File: src/rtl/loteria_pkg.sv
// rtl/loteria_pkg.sv - shared state, tier and points definitions for loteria_multi
package loteria_pkg;

    typedef enum logic [1:0] {
        CARGA  = 2'd0,
        APOSTA = 2'd1,
        APURA  = 2'd2,
        RESULT = 2'd3
    } state_t;

    typedef enum logic [1:0] {
        TIER_NONE = 2'd0,
        TIER_LOW  = 2'd1,
        TIER_MID  = 2'd2,
        TIER_TOP  = 2'd3
    } tier_t;

    localparam logic [2:0] PTS_NONE = 3'd0;
    localparam logic [2:0] PTS_LOW  = 3'd1;
    localparam logic [2:0] PTS_MID  = 3'd2;
    localparam logic [2:0] PTS_TOP  = 3'd4;

    // Adds instead of subtracting so a short bet never wraps below zero
    function automatic tier_t tier_of(input logic [7:0] hits, input logic [7:0] bet_len);
        if (hits == bet_len)
            return TIER_TOP;
        else if (hits + 8'd1 == bet_len)
            return TIER_MID;
        else if (hits + 8'd2 == bet_len)
            return TIER_LOW;
        else
            return TIER_NONE;
    endfunction

    function automatic logic [2:0] points_of(input tier_t t);
        case (t)
            TIER_TOP: return PTS_TOP;
            TIER_MID: return PTS_MID;
            TIER_LOW: return PTS_LOW;
            default:  return PTS_NONE;
        endcase
    endfunction

    function automatic logic [15:0] sat_add(input logic [15:0] a, input logic [15:0] inc,
                                            input logic [15:0] max);
        logic [16:0] s;
        s = {1'b0, a} + {1'b0, inc};
        return (s > {1'b0, max}) ? max : s[15:0];
    endfunction

endpackage

File: src/rtl/loteria_match.sv
// rtl/loteria_match.sv - combinational lookup of a number among the valid slots
module loteria_match #(
    parameter int NUM_W   = 4,
    parameter int BET_LEN = 4
) (
    input  logic [NUM_W-1:0]         numero,
    input  logic [BET_LEN*NUM_W-1:0] slots,
    input  logic [BET_LEN-1:0]       valid,
    output logic                     hit
);

    always_comb begin
        hit = 1'b0;
        for (int i = 0; i < BET_LEN; i++) begin
            if (valid[i] && (slots[i*NUM_W +: NUM_W] == numero))
                hit = 1'b1;
        end
    end

endmodule

File: src/rtl/loteria_multi.sv
// rtl/loteria_multi.sv - multi-player lottery: draw load, bets, serial scoring, result
module loteria_multi
    import loteria_pkg::*;
#(
    parameter int NUM_W     = 4,
    parameter int BET_LEN   = 4,
    parameter int N_PLAYERS = 2,
    parameter int SCORE_W   = 5
) (
    input  logic                           clock,
    input  logic                           reset,
    input  logic [NUM_W-1:0]               numero,
    input  logic                           insere,
    input  logic                           fim,
    input  logic                           fim_jogo,
    output logic [1:0]                     premio,
    output logic [$clog2(N_PLAYERS)-1:0]   vencedor,
    output logic                           empate,
    output logic [N_PLAYERS*SCORE_W-1:0]   pontos,
    output logic                           resultado_valido,
    output logic                           erro
);

    localparam int CNT_W  = $clog2(BET_LEN + 1);
    localparam int SLOT_W = $clog2(BET_LEN);
    localparam int PW     = $clog2(N_PLAYERS);
    localparam logic [15:0]      SCORE_MAX   = 16'((1 << SCORE_W) - 1);
    localparam logic [CNT_W-1:0] LAST_SLOT   = CNT_W'(BET_LEN - 1);
    localparam logic [CNT_W-1:0] FULL        = CNT_W'(BET_LEN);
    localparam logic [PW-1:0]    LAST_PLAYER = PW'(N_PLAYERS - 1);

    state_t state, state_nxt;
    logic [BET_LEN-1:0][NUM_W-1:0]   draw, bet;
    logic [CNT_W-1:0]                draw_cnt, bet_cnt;
    logic [BET_LEN-1:0]              draw_vld, bet_vld, aposta_vld;
    logic [N_PLAYERS-1:0][CNT_W-1:0] hits;
    logic [N_PLAYERS-1:0][SCORE_W-1:0] score;
    logic [PW-1:0]                   player, best_idx, best_idx_nxt;
    logic [CNT_W-1:0]                best_hits, best_nxt, cur_hits;
    logic                            tie, tie_nxt;
    logic                            dup_hit, draw_hit, rep_hit;
    logic                            take_draw, take_bet, next_player, err_nxt;
    tier_t                           cur_tier;

    always_comb begin
        draw_vld = '0;
        bet_vld  = '0;
        for (int i = 0; i < BET_LEN; i++) begin
            draw_vld[i] = CNT_W'(i) < draw_cnt;
            bet_vld[i]  = CNT_W'(i) < bet_cnt;
        end
        aposta_vld = draw_vld & {BET_LEN{state == APOSTA}};
    end

    loteria_match #(.NUM_W(NUM_W), .BET_LEN(BET_LEN)) u_dup (
        .numero(numero), .slots(draw), .valid(draw_vld), .hit(dup_hit)
    );
    loteria_match #(.NUM_W(NUM_W), .BET_LEN(BET_LEN)) u_hit (
        .numero(numero), .slots(draw), .valid(aposta_vld), .hit(draw_hit)
    );
    loteria_match #(.NUM_W(NUM_W), .BET_LEN(BET_LEN)) u_rep (
        .numero(numero), .slots(bet), .valid(bet_vld), .hit(rep_hit)
    );

    always_ff @(posedge clock) begin
        if (reset)
            state <= CARGA;
        else
            state <= state_nxt;
    end

    // Strobe priority is fim_jogo > fim > insere; lower strobes are simply not decoded
    always_comb begin
        state_nxt   = state;
        take_draw   = 1'b0;
        take_bet    = 1'b0;
        next_player = 1'b0;
        err_nxt     = 1'b0;
        case (state)
            CARGA: begin
                if (fim_jogo || fim) begin
                    err_nxt = 1'b1;
                end else if (insere) begin
                    if (dup_hit) begin
                        err_nxt = 1'b1;
                    end else begin
                        take_draw = 1'b1;
                        if (draw_cnt == LAST_SLOT)
                            state_nxt = APOSTA;
                    end
                end
            end
            APOSTA: begin
                if (fim_jogo) begin
                    state_nxt = APURA;
                end else if (fim) begin
                    if (player == LAST_PLAYER)
                        state_nxt = APURA;
                    else
                        next_player = 1'b1;
                end else if (insere) begin
                    if ((bet_cnt == FULL) || rep_hit)
                        err_nxt = 1'b1;
                    else
                        take_bet = 1'b1;
                end
            end
            APURA:   if (player == LAST_PLAYER) state_nxt = RESULT;
            RESULT:  state_nxt = CARGA;
            default: state_nxt = CARGA;
        endcase
    end

    always_comb begin
        cur_hits     = hits[player];
        cur_tier     = tier_of(8'(cur_hits), 8'(BET_LEN));
        best_nxt     = best_hits;
        best_idx_nxt = best_idx;
        tie_nxt      = tie;
        if (player == '0) begin
            best_nxt     = cur_hits;
            best_idx_nxt = '0;
            tie_nxt      = 1'b0;
        end else if (cur_hits > best_hits) begin
            best_nxt     = cur_hits;
            best_idx_nxt = player;
            tie_nxt      = 1'b0;
        end else if (cur_hits == best_hits) begin
            tie_nxt      = 1'b1;
        end
    end

    always_ff @(posedge clock) begin
        if (reset) begin
            draw      <= '0;
            bet       <= '0;
            draw_cnt  <= '0;
            bet_cnt   <= '0;
            hits      <= '0;
            score     <= '0;
            player    <= '0;
            best_hits <= '0;
            best_idx  <= '0;
            tie       <= 1'b0;
            premio    <= '0;
            vencedor  <= '0;
            empate    <= 1'b0;
            erro      <= 1'b0;
        end else begin
            erro <= err_nxt;
            if (take_draw) begin
                draw[draw_cnt[SLOT_W-1:0]] <= numero;
                draw_cnt <= draw_cnt + 1'b1;
            end
            if (take_bet) begin
                bet[bet_cnt[SLOT_W-1:0]] <= numero;
                bet_cnt <= bet_cnt + 1'b1;
                if (draw_hit)
                    hits[player] <= hits[player] + 1'b1;
            end
            if (next_player) begin
                player  <= player + 1'b1;
                bet_cnt <= '0;
            end
            if (state == APOSTA && state_nxt == APURA) begin
                player  <= '0;
                bet_cnt <= '0;
            end
            if (state == APURA) begin
                score[player] <= SCORE_W'(sat_add(16'(score[player]), 16'(points_of(cur_tier)), SCORE_MAX));
                best_hits <= best_nxt;
                best_idx  <= best_idx_nxt;
                tie       <= tie_nxt;
                if (player == LAST_PLAYER) begin
                    premio   <= tier_of(8'(best_nxt), 8'(BET_LEN));
                    vencedor <= best_idx_nxt;
                    empate   <= tie_nxt;
                end else begin
                    player <= player + 1'b1;
                end
            end
            if (state == RESULT) begin
                draw     <= '0;
                draw_cnt <= '0;
                bet_cnt  <= '0;
                hits     <= '0;
                player   <= '0;
            end
        end
    end

    assign pontos           = score;
    assign resultado_valido = (state == RESULT);

endmodule

File: config.mk
export PLATFORM = sky130hd
export DESIGN_NAME = loteria_multi
export DESIGN_NICKNAME = d
export VERILOG_FILES = /design/src/rtl/loteria_pkg.sv /design/src/rtl/loteria_match.sv /design/src/rtl/loteria_multi.sv
export SDC_FILE = /design/constraint.sdc
export NUM_CORES = 1
export LEC_CHECK = 0
export CORE_ASPECT_RATIO = 0.5
export CORE_MARGIN = 3
export CORE_UTILIZATION = 55
export CTS_BUF_LIST = sky130_fd_sc_hd__clkbuf_8
export DETAILED_ROUTE_END_ITERATION = 16
export PLACE_DENSITY = 0.82
export SLEW_MARGIN = 10
export SYNTH_ARGS = -nofsm -noshare
export SYNTH_HDL_FRONTEND = slang
export SYNTH_SLANG_ARGS = --single-unit
File: constraint.sdc
create_clock -name clock -period 4 [get_ports clock]
set_clock_uncertainty 0.05 [all_clocks]
set_input_delay 0.8 -clock clock [delete_from_list [all_inputs] [get_ports clock]]
set_output_delay 0.8 -clock clock [all_outputs]
set_load 0.02 [all_outputs]
Word-level counts from Yosys, hierarchy flattened
Index checks and enable logic that the tools add are counted.

Bits in registers: 67. Input bits: 9. Output and inout bits: 16. Logic and storage cells: 175.

Add/sub/neg operators: 9. Magnitude comparators: 16. Eq/ne operators: 24. Multiplexer cells: 79. Bitwise gates (word level): 1. Reductions and logical operators: 23.

Operators by type and width (number): 1-bit 2-to-1 mux (43); 16-bit bitwise mux (2); 4-bit equality test (8); 2-bit 2-to-1 mux (12); 3-bit 2-to-1 mux (7); 5-bit 2-to-1 mux (4); 4-bit demux with 2-bit select (2); 4-bit by 3-bit equality test with 1-bit output (second input constant) (4); 1-bit logical AND (16); 1-bit by 3-bit less-than comparator with 1-bit output (first input constant) (4); 2-bit by 3-bit less-than comparator with 1-bit output (first input constant) (4); 10-bit bitwise mux (1); 2-bit equality test (second input constant) (5); 3-bit by 1-bit adder with 3-bit output (second input constant) (3); 3-bit equality test (second input constant) (3); 3-bit one-hot mux with 3 select lines (1); 3-bit by 1-bit adder with 4-bit output (second input constant) (2); 3-bit by 2-bit adder with 4-bit output (second input constant) (2); 4-bit 2-to-1 mux (2); 2-bit one-hot mux with 4 select lines (1); 5-bit by 3-bit adder with 6-bit output (1); 6-bit bitwise mux (1); 6-bit by 5-bit greater-than comparator with 1-bit output (second input constant) (1); 2-bit by 3-bit less-than comparator with 1-bit output (second input constant) (2); 17 further kinds (21).

Depth between registers and ports, before layout
Gate-level depths: netlist (run 1).

Depth after elaboration: 15. Mapped depth: 13. Mapped depth without buffers: 12.

By module
A second synthesis (run 1) with hierarchy kept.

Cells, all modules: 453. Area total of the unflattened synthesis: 3719.8 µm².

By module, submodules not included: loteria_multi (instances 1, cells an instance 378, area each 3160.5 µm², seq. area each 1341.3 µm²); loteria_match (instances 3, cells an instance 25, area each 186.4 µm², seq. area each 0.0 µm²).

Worst setup path after synthesis (run 1)
OpenSTA, ideal clock, no wires.

Path type: flip-flop to flip-flop. Start: register player. End: register premio[0]. Library setup time: 0.132 ns. Arrival: 2.918 ns. Data required time: 3.818 ns. Path slack: 0.899 ns. Cell stages (with the launch flop): 12. Path buffers: 1. Clock period less this slack: 3.101 ns. Path through: dfxtp_1 clkbuf_1 mux2_2 ha_1 a21o_1 o31ai_1 mux2i_1 inv_1 ha_1 mux2_2 nand3_1 a21oi_1.

Word-level cells in the longest chain between the ends: 10. Elaborated cells between the ends (all ways): 14. Those cells by class: add/sub (2); order compare (1); eq/ne (3); mux (7); reduce/logical (1).

Ends and longest elaborated chain: start: declaration (line loteria_multi.sv:38) `logic [PW-1:0] player, best_idx, best_idx_nxt;`; start signal: assignment (line loteria_multi.sv:162) `player <= player + 1'b1;`; start signal: assignment (line loteria_multi.sv:179) `player <= player + 1'b1;`; 3-bit 2-to-1 mux (not written as such) (2 in series) (line loteria_multi.sv:115) `cur_hits = hits[player];`; 3-bit greater-than comparator (line loteria_multi.sv:124) `end else if (cur_hits > best_hits) begin`; 3-bit 2-to-1 mux (line loteria_multi.sv:124); 3-bit 2-to-1 mux (*) (line loteria_multi.sv:120) `if (player == '0) begin`; via best_nxt[1] (line loteria_multi.sv:39) `logic [CNT_W-1:0] best_hits, best_nxt, cur_hits;`; 3-bit by 2-bit adder with 4-bit output (line loteria_pkg.sv:29) `else if (hits + 8'd2 == bet_len)`; 4-bit by 3-bit equality test with 1-bit output (line loteria_pkg.sv:29); 1-bit 2-to-1 mux (line loteria_pkg.sv:29); 2-bit 2-to-1 mux (line loteria_pkg.sv:27) `else if (hits + 8'd1 == bet_len)`; 2-bit 2-to-1 mux (*) (line loteria_pkg.sv:25) `if (hits == bet_len)`; end signal: assignment (line loteria_multi.sv:175) `premio <= tier_of(8'(best_nxt), 8'(BET_LEN));`; end: declaration (line loteria_multi.sv:16) `output logic [1:0] premio,`.

Mark *: on every way through the listed nets, which the timed path passes. The rest lies on a longest branch. The select of a mux whose other input is x is not followed. A chain may end at the register's enable or synchronous reset.

Final worst setup path (run 1)
Same ends and word-level chain as after synthesis.

==> results of run 1 <==
synth_stat cells (8+ instances only):
master / count
xnor2_1: 14
mux2i_1: 27
clkbuf_1: 11
nor3_1: 12
xor2_1: 23
a21oi_1: 17
nor2_1: 57
nand3_1: 25
o21ai_0: 22
ha_1: 19
nand2_1: 26
dfxtp_1: 67
inv_1: 13
mux2_2: 8
a211oi_1: 8
through the flow:
step,worst slack [ps],hold slack [ps]
6_report,871,428
4_1_cts,852,423
3_5_place_dp,666,410
2_1_floorplan,899,381
5_1_grt,596,438
3_3_place_gp,815,395
area by class of cell:
| class | instances | area, sq um | area share (%) |
|---|---|---|---|
| multi-input cells | 305 | 2040 | 50.6 |
| clock buffers | 10 | 138 | 3.42 |
| flip-flops and latches | 67 | 1340 | 33.3 |
| inverters | 14 | 52.6 | 1.31 |
| well taps | 84 | 105 | 2.61 |
| clock inverters | 6 | 88.8 | 2.21 |
| repair buffers | 27 | 263 | 6.53 |
final timing paths:
kind	start	endpoint	slack [ps]	cells after the start
worst min register to register	hits[4]	hits[4]	430	2
worst max-delay path	player	premio[0]	870	10
worst max register to register	player	premio[0]	870	10
worst min-delay path	hits[4]	hits[4]	430	2
routing by layer:
layer  GRT usage, %  vias up
met5              0        -
met4           8.80        0
met3           5.97       15
met2           36.8       82
met1           26.5     1380
li1               -     1451
state kept, by name, indices dropped and copies added, names as in the netlist:
register   flops
best_hits      3
best_idx       1
bet           16
bet_cnt        3
draw          16
draw_cnt       3
empate         1
erro           1
hits           6
player         1
pontos        10
premio         2
state          2
tie            1
vencedor       1
power groups by stage:
stage / Sequential (mW) / Combinational, mW / Clock, mW
2_1_floorplan: 0.688 / 0.0469 / 0
3_5_place_dp: 0.688 / 0.0670 / 0
5_1_grt: 0.673 / 0.0750 / 0.681
4_1_cts: 0.673 / 0.0678 / 0.645
3_3_place_gp: 0.688 / 0.0648 / 0
6_report: 0.673 / 0.0683 / 0.639
cell families after synthesis:
| group | Yosys count | share of synthesized area [%] |
|---|---|---|
| and+or+nand+nor | 150 | 19.9 |
| DFF | 67 | 38.1 |
| muxes | 35 | 10.2 |
| adders and majority gates | 20 | 7.32 |
| xor gates and xnor gates | 37 | 9.20 |
| AOI/OAI and AO/OA | 63 | 11.2 |
| buffers and inverters | 31 | 4.08 |
worst min-delay path: cells and delay by family, from the launching register on:
kind / cells / cell delay (ps)
simple gates: 1 / 60
flops: 1 / 320
mux: 1 / 50
==> run_results.csv, run 1 <==
group,metric,value,unit
clocking,cts_sinks,67,
synthesis,syn_area,0.00352,sq mm
floorplanning,num_rows,19,
timing,relSlewSlack,50.2,%
setup_path,critPathBufInv,1,
drt,dr.pass1.iters,5,
clocking,cts_setup_buffers,0,
pwr,peakVddDrop,0.165,mV
global_routing,grt_max_degree,27,
drt,drt_first_iter_violations,178,
setup_path,slowest_delay,450,ps
global_routing,grtUsageTotal,21.8,%
finish,fin_util,69.1,%
pwr,powerDensity,343,mW/mm^2
place,routabilityCongestion,0.897,
floorplanning,die_area,0.00746,sq mm
clocking,clockRootBuffer,"clkbuf_8",
timing,rsz0062_at_grt,"false",
place,post_dp_cell_area,0.00380,sq mm
timing,setup_tns,0,ps
setup_path,start_kind,"flop",
min_path,hold_class,"reg -> reg",
synthesis,synth_edf_count,0,
job,max-cap-violations,0,
setup_path,cp_data_required_time,4160,ps
pwr,power.leakage,1.63,nW
pwr,p_sw,0.317,mW
clocking,htreeDepth,3,
status,status,"finished clean",
setup_path,slowest_stage,"mux2i_1",
pwr,seq_power_share,48.7,%
finish,syn2layout_area_growth,14.3,%
synthesis,synth_area_leader_cell,"dfxtp_1",
synthesis,synth_flop_cell,"dfxtp_1",
drt,via_count,2928,
clocking,cts_tree,"built",
clocking,clkLatencyLatePin,360,ps
synthesis,synth_area_per_cell,8.74,sq um
finish,fillCellCount,433,
pwr,clkPwrFrac,46.3,%
floorplanning,ios,25,
global_routing,antenna_found_initial,0,
clocking,cts_resized,0,
timing,finalSetupViolCount,0,
floorplanning,fp.coreArea,0.00582,sq mm
finish,final_common_cell,"dfxtp_1",
synthesis,synth_top_cell_area_share,38.1,%
drt,wl_met2,3740,um
place,port_buffers,24,
synthesis,syn_nets,432,
pwr,combinationalPowerShare,4.9,%
clocking,clockBufferDepth,2,
setup_path,path_cells,"mux2_2, ha_1, a21o_1, o31ai_1, mux2i_1, inv_1, ha_1, mux2_2, nand3_1, a21oi_1",
timing,max_freq,320,MHz
drt,wl_met1,3490,um
drt,vias_per_cell,5.71,
synthesis,ys_warn_count,0,
finish,stdcell_count,513,
drt,routed_wl,7730,um
timing,worst_slew_pin_slew,745,ps
pwr,intPower,1.06,mW
drt,wl_per_cell,15.1,um
synthesis,synthTopCellsByArea,"dfxtp_1, mux2i_1, ha_1",
finish,mostFrequentLayoutCells,"dfxtp_1, nor2_1, mux2i_1, nand2_1, nand3_1",
setup_path,cp-end-kind,"flop",
drt,top_layer,"met4",
setup_path,worstSetupPathType,"reg -> reg",
global_routing,grt_pass1_vias,2805,
finish,drive_gt1_share,7.23,%
place,dp_hpwl,5520,um
pwr,switching_share,23.0,%
drt,drc_errors,0,
floorplanning,start_util,60.5,%
synthesis,synthArstFlopShare,0,%
setup_path,crit_arrival,3290,ps
synthesis,synthCells,403,
drt,final_antenna_net_count,0,
synthesis,ys_seq_elements,67,
global_routing,grt-ovfl-total,0,
floorplanning,die_h,62.6,um
clocking,cts_buffers,9,
synthesis,yosysSeqAreaShare,38.1,%
setup_path,path_max_fanout,6,
timing,slew_violations,0,
global_routing,grt_pass1_wl,13200,um
drt,wl_met3,365,um
setup_path,cp_top_family,"multiplexers",
finish,layout.nets,453,
synthesis,synth_cell_types,47,
timing,finalCriticalPeriod,3130,ps
finish,diodes,0,
timing,min_period_over_period,78.2,%
clocking,cts.clk_slew.worst_paths,80,ps
timing,hold_viol,0,
floorplanning,die_w,119,um
pwr,p_total,1.38,mW
place,dpl.cell_count,497,
finish,design_area,0.00403,sq mm
clocking,ctsHoldBuffers,0,
No activity file was read; power rests on OpenSTA's default activity.
==> run 2, diff against run 1 <==
==> constraint.sdc (replaced) <==
create_clock -name clock -period 3.2 [get_ports clock]
set_clock_uncertainty 0.05 [all_clocks]
set_input_delay 0.64 -clock clock [delete_from_list [all_inputs] [get_ports clock]]
set_output_delay 0.64 -clock clock [all_outputs]
set_load 0.02 [all_outputs]
==> run_results.csv, run 2 (synthesis results as in run 1) <==
group,metric,value,unit
global_routing,antenna_found_initial,0,
finish,fillCellCount,436,
finish,diodes,0,
setup_path,r2r-end,"premio[0]",
finish,final_common_cell,"dfxtp_1",
global_routing,grt-ovfl-total,0,
setup_path,rr_worst_depth,12,
timing,hold_viol,0,
floorplanning,fp.coreArea,0.00582,sq mm
min_path,hold_end,"premio[0]",
floorplanning,die_w,119,um
job,max-cap-violations,0,
pwr,peakVddDrop,0.197,mV
setup_path,crit_arrival,3160,ps
clocking,htreeDepth,3,
place,port_buffers,24,
timing,setup_tns,0,ps
timing,slew_violations,0,
pwr,power.leakage,1.68,nW
timing,relSlewSlack,42.3,%
drt,dr.pass1.iters,5,
global_routing,grtUsageTotal,22.6,%
setup_path,cp-end-kind,"flop",
finish,drive_gt1_share,9.82,%
min_path,min_path_cells,2,
floorplanning,ios,25,
place,routabilityCongestion,0.878,
finish,syn2layout_area_growth,16.7,%
setup_path,cp_data_required_time,3380,ps
timing,worst_slew_pin_slew,862,ps
drt,wl_per_cell,15.3,um
timing,finalCriticalPeriod,2980,ps
setup_path,r2r_start,"player",
timing,max_freq,335,MHz
setup_path,path_cells,"mux2_2, inv_1, ha_1, and3_1, o21ai_0, o31ai_2, mux2i_1, inv_1, ha_1, mux2_2, nand3_1, a21oi_1",
setup_path,slowest_delay,410,ps
clocking,cts.clk_slew.worst_paths,70,ps
drt,drc_errors,0,
clocking,cts_tree,"built",
clocking,clkLatencyLatePin,360,ps
floorplanning,die_h,62.6,um
drt,drt_first_iter_violations,223,
timing,fin_hold_ws,415,ps
global_routing,grt_pass1_wl,13700,um
setup_path,worstSetupPathType,"reg -> reg",
finish,layout.nets,462,
floorplanning,start_util,60.5,%
drt,final_antenna_net_count,0,
setup_path,start_kind,"flop",
place,dp_hpwl,5570,um
global_routing,grt_pass1_vias,3018,
setup_path,path_max_fanout,8,
clocking,cts_buffers,9,
drt,routed_wl,8000,um
floorplanning,die_area,0.00746,sq mm
setup_path,cp_top_family,"multiplexers",
setup_path,regToRegSetupSlack,220,ps
clocking,ctsHoldBuffers,0,
setup_path,critPathBufInv,2,
min_path,min-delay-start,"premio[0]",
clocking,cts_setup_buffers,0,
finish,mostFrequentLayoutCells,"dfxtp_1, nor2_1, mux2i_1, nand2_1, nand3_1",
min_path,hold_class,"reg -> reg",
clocking,clockBufferDepth,2,
timing,min_period_over_period,93.2,%
status,status,"finished clean",
setup_path,slowest_stage,"dfxtp_2",
pwr,powerDensity,428,mW/mm^2
clocking,cts_resized,0,
timing,finalSetupViolCount,0,
drt,vias_per_cell,5.80,
global_routing,grt_max_degree,27,
drt,via_count,3028,
floorplanning,num_rows,19,
clocking,clockRootBuffer,"clkbuf_8",
clocking,cts_sinks,67,
[run 2: worst max-delay path by stage]
stage           endpoint  slack, ps  depth (start not counted)       from
6_report       premio[0]        220                         12     player
5_1_grt        premio[1]        -30                         12     player
4_1_cts        premio[0]        160                         12     player
3_5_place_dp    draw[13]         -2                          7  numero[1]
3_3_place_gp    draw[14]        180                          7  numero[3]
2_1_floorplan  premio[0]        100                         11     player
[run 2: area by class of cell]
class / instances / area [sq um] / share of cell area (%)
tap: 84 / 105 / 2.56
timing repair buffer: 36 / 330 / 8.03
clock buffer: 11 / 151 / 3.68
clock inverter: 5 / 83.8 / 2.04
multi-input combinational: 305 / 2050 / 49.8
sequential: 67 / 1340 / 32.6
inverter: 14 / 52.6 / 1.28
[run 2: worst register-to-register path, stage by stage, from the launching register on]
cell,delay (ps)
dfxtp_2,410
mux2_2,390
inv_1,130
ha_1,250
and3_1,230
o21ai_0,280
o31ai_2,160
mux2i_1,210
inv_1,70
ha_1,280
mux2_2,260
nand3_1,80
a21oi_1,60
[run 2: through the flow]
step	total power [mW]	setup slack, ps	instance area (sq um)	utilization, %	std cells
4_1_cts	1.77	159	4100	70.4	522
3_3_place_gp	0.948	176	3870	66.4	506
5_1_grt	1.82	-26.6	4110	70.6	522
2_1_floorplan	0.919	99.2	3520	-	403
3_5_place_dp	0.951	-1.94	3870	66.4	506
6_report	1.76	218	4110	70.6	522
[run 2: layer usage]
layer / GRT usage [%] / routed length, um / part of all wire, %
met3: 6.87 / 399 / 5.0
met4: 9.67 / 172 / 2.1
met1: 26.1 / 3610 / 45
met2: 38.9 / 3820 / 48
met5: 0 / 0 / 0
[run 2: where the power goes]
| group | total [mW] | internal (mW) | switching (mW) | leakage (nW) |
|---|---|---|---|---|
| combinational | 0.0928 | 0.0383 | 0.0545 | 1.03 |
| sequential | 0.841 | 0.837 | 0.00355 | 0.541 |
| clock | 0.825 | 0.484 | 0.341 | 0.112 |
==> run 3, diff against run 2 <==
--- a/config.mk
+++ b/config.mk
@@ -6,7 +6,6 @@
 export NUM_CORES = 1
 export LEC_CHECK = 0
 export CORE_ASPECT_RATIO = 0.5
-export CORE_MARGIN = 3
 export CORE_UTILIZATION = 55
 export CTS_BUF_LIST = sky130_fd_sc_hd__clkbuf_8
 export DETAILED_ROUTE_END_ITERATION = 16
==> run_results.csv, run 3 (synthesis results as in run 1) <==
group,metric,value,unit
status,status,"finished clean",
clocking,cts_resized,0,
timing,relSlewSlack,44.3,%
clocking,cts_buffers,9,
timing,worst_slew_pin_slew,832,ps
drt,vias_per_cell,5.54,
clocking,cts_setup_buffers,0,
floorplanning,num_rows,20,
setup_path,path_cells,"mux2_2, ha_1, a21o_1, o31ai_1, mux2i_1, inv_1, ha_1, mux2_2, nand3_1, a21oi_1",
drt,dr.pass1.iters,4,
global_routing,grtUsageTotal,23.6,%
floorplanning,ios,25,
pwr,peakVddDrop,0.186,mV
timing,hold_viol,0,
timing,slew_violations,0,
setup_path,slowest_delay,420,ps
floorplanning,fp.coreArea,0.00613,sq mm
setup_path,cp-end-kind,"flop",
global_routing,grt_pass1_vias,2675,
setup_path,slowest_stage,"mux2_2",
min_path,hold_class,"reg -> reg",
timing,finalSetupViolCount,0,
setup_path,cp_top_family,"multiplexers",
place,dp_hpwl,5000,um
clocking,clockBufferDepth,2,
setup_path,critPathBufInv,1,
drt,drc_errors,0,
drt,via_count,2900,
timing,fin_hold_ws,413,ps
global_routing,grt-ovfl-total,0,
setup_path,path_max_fanout,6,
global_routing,grt_pass1_wl,12300,um
setup_path,cp_data_required_time,3360,ps
finish,fin_util,66.1,%
timing,rsz0062_at_grt,"false",
job,max-cap-violations,0,
clocking,htreeDepth,3,
finish,diodes,0,
drt,final_antenna_net_count,0,
floorplanning,die_h,58.6,um
place,port_buffers,24,
finish,final_common_cell,"dfxtp_1",
timing,finalCriticalPeriod,2910,ps
global_routing,grt_max_degree,44,
global_routing,antenna_found_initial,0,
floorplanning,die_w,115,um
drt,drt_first_iter_violations,220,
clocking,cts.clk_slew.worst_paths,70,ps
finish,layout.nets,460,
clocking,cts_tree,"built",
pwr,powerDensity,402,mW/mm^2
floorplanning,start_util,57.5,%
clocking,ctsHoldBuffers,0,
finish,drive_gt1_share,8.05,%
floorplanning,die_area,0.00675,sq mm
clocking,cts_sinks,67,
finish,syn2layout_area_growth,15.0,%
setup_path,start_kind,"flop",
timing,max_freq,343,MHz
setup_path,crit_arrival,3080,ps
drt,wl_per_cell,13.8,um
finish,mostFrequentLayoutCells,"dfxtp_1, nor2_1, mux2i_1, nand2_1, nand3_1",
pwr,power.leakage,1.66,nW
clocking,clkLatencyLatePin,350,ps
timing,min_period_over_period,91.1,%
drt,routed_wl,7230,um
place,routabilityCongestion,0.833,
setup_path,worstSetupPathType,"reg -> reg",
timing,setup_tns,0,ps
clocking,clockRootBuffer,"clkbuf_8",
run 3: changes by cell type in the layout (fill, tap and decap cells not counted), sizes merged:
| cell | before | now |
|---|---|---|
| buf | 12 | 10 |
| clkinvlp | 2 | 0 |
| bufinv | 2 | 1 |
| clkinv | 1 | 2 |
| inv | 14 | 15 |
run 3: cell type report:
| class | instances | area (sq um) |
|---|---|---|
| Clock inverter | 4 | 42.5 |
| Sequential cell | 67 | 1340 |
| Multi-Input combinational cell | 305 | 2040 |
| Tap cell | 88 | 110 |
| Inverter | 14 | 52.6 |
| Fill cell | 496 | 2080 |
| Clock buffer | 11 | 151 |
| Timing Repair Buffer | 34 | 315 |
run 3: worst min-delay path: cells and delay by family (launching register included):
family / cells / cell delay [ps]
flip-flops: 1 / 310
AND/OR/NAND/NOR: 1 / 50
multiplexers: 1 / 50
run 3: final timing paths:
check	startpoint	endpoint	slack [ps]	cells past startpoint
setup reg to reg	player	premio[0]	290	10
setup / recovery	player	premio[0]	290	10
hold / removal	hits[1]	hits[1]	410	2
hold reg to reg	hits[1]	hits[1]	410	2
run 3: per-layer routing:
layer | vias to the layer above | global-route usage (%) | part of all wire (%)
met3 | 12 | 6.28 | 3.3
met5 | - | 0 | 0
met2 | 51 | 40.3 | 46
met1 | 1378 | 29.4 | 49
li1 | 1459 | - | -
met4 | 0 | 7.98 | 1.4
run 3: power by group:
| group | internal [mW] | leakage (nW) | switching [mW] |
|---|---|---|---|
| clock network | 0.391 | 0.108 | 0.306 |
| logic | 0.0369 | 1.01 | 0.0533 |
| registers | 0.838 | 0.540 | 0.00371 |
run 3: stage by stage:
stage          cells  setup slack (ps)  power, mW  instance area (sq um)
2_1_floorplan    403              99.2      0.919                   3520
3_3_place_gp     508               254      0.948                   3860
3_5_place_dp     508               193      0.950                   3860
4_1_cts          523               275       1.64                   4050
5_1_grt          523              72.5       1.69                   4050
6_report         523               286       1.63                   4050
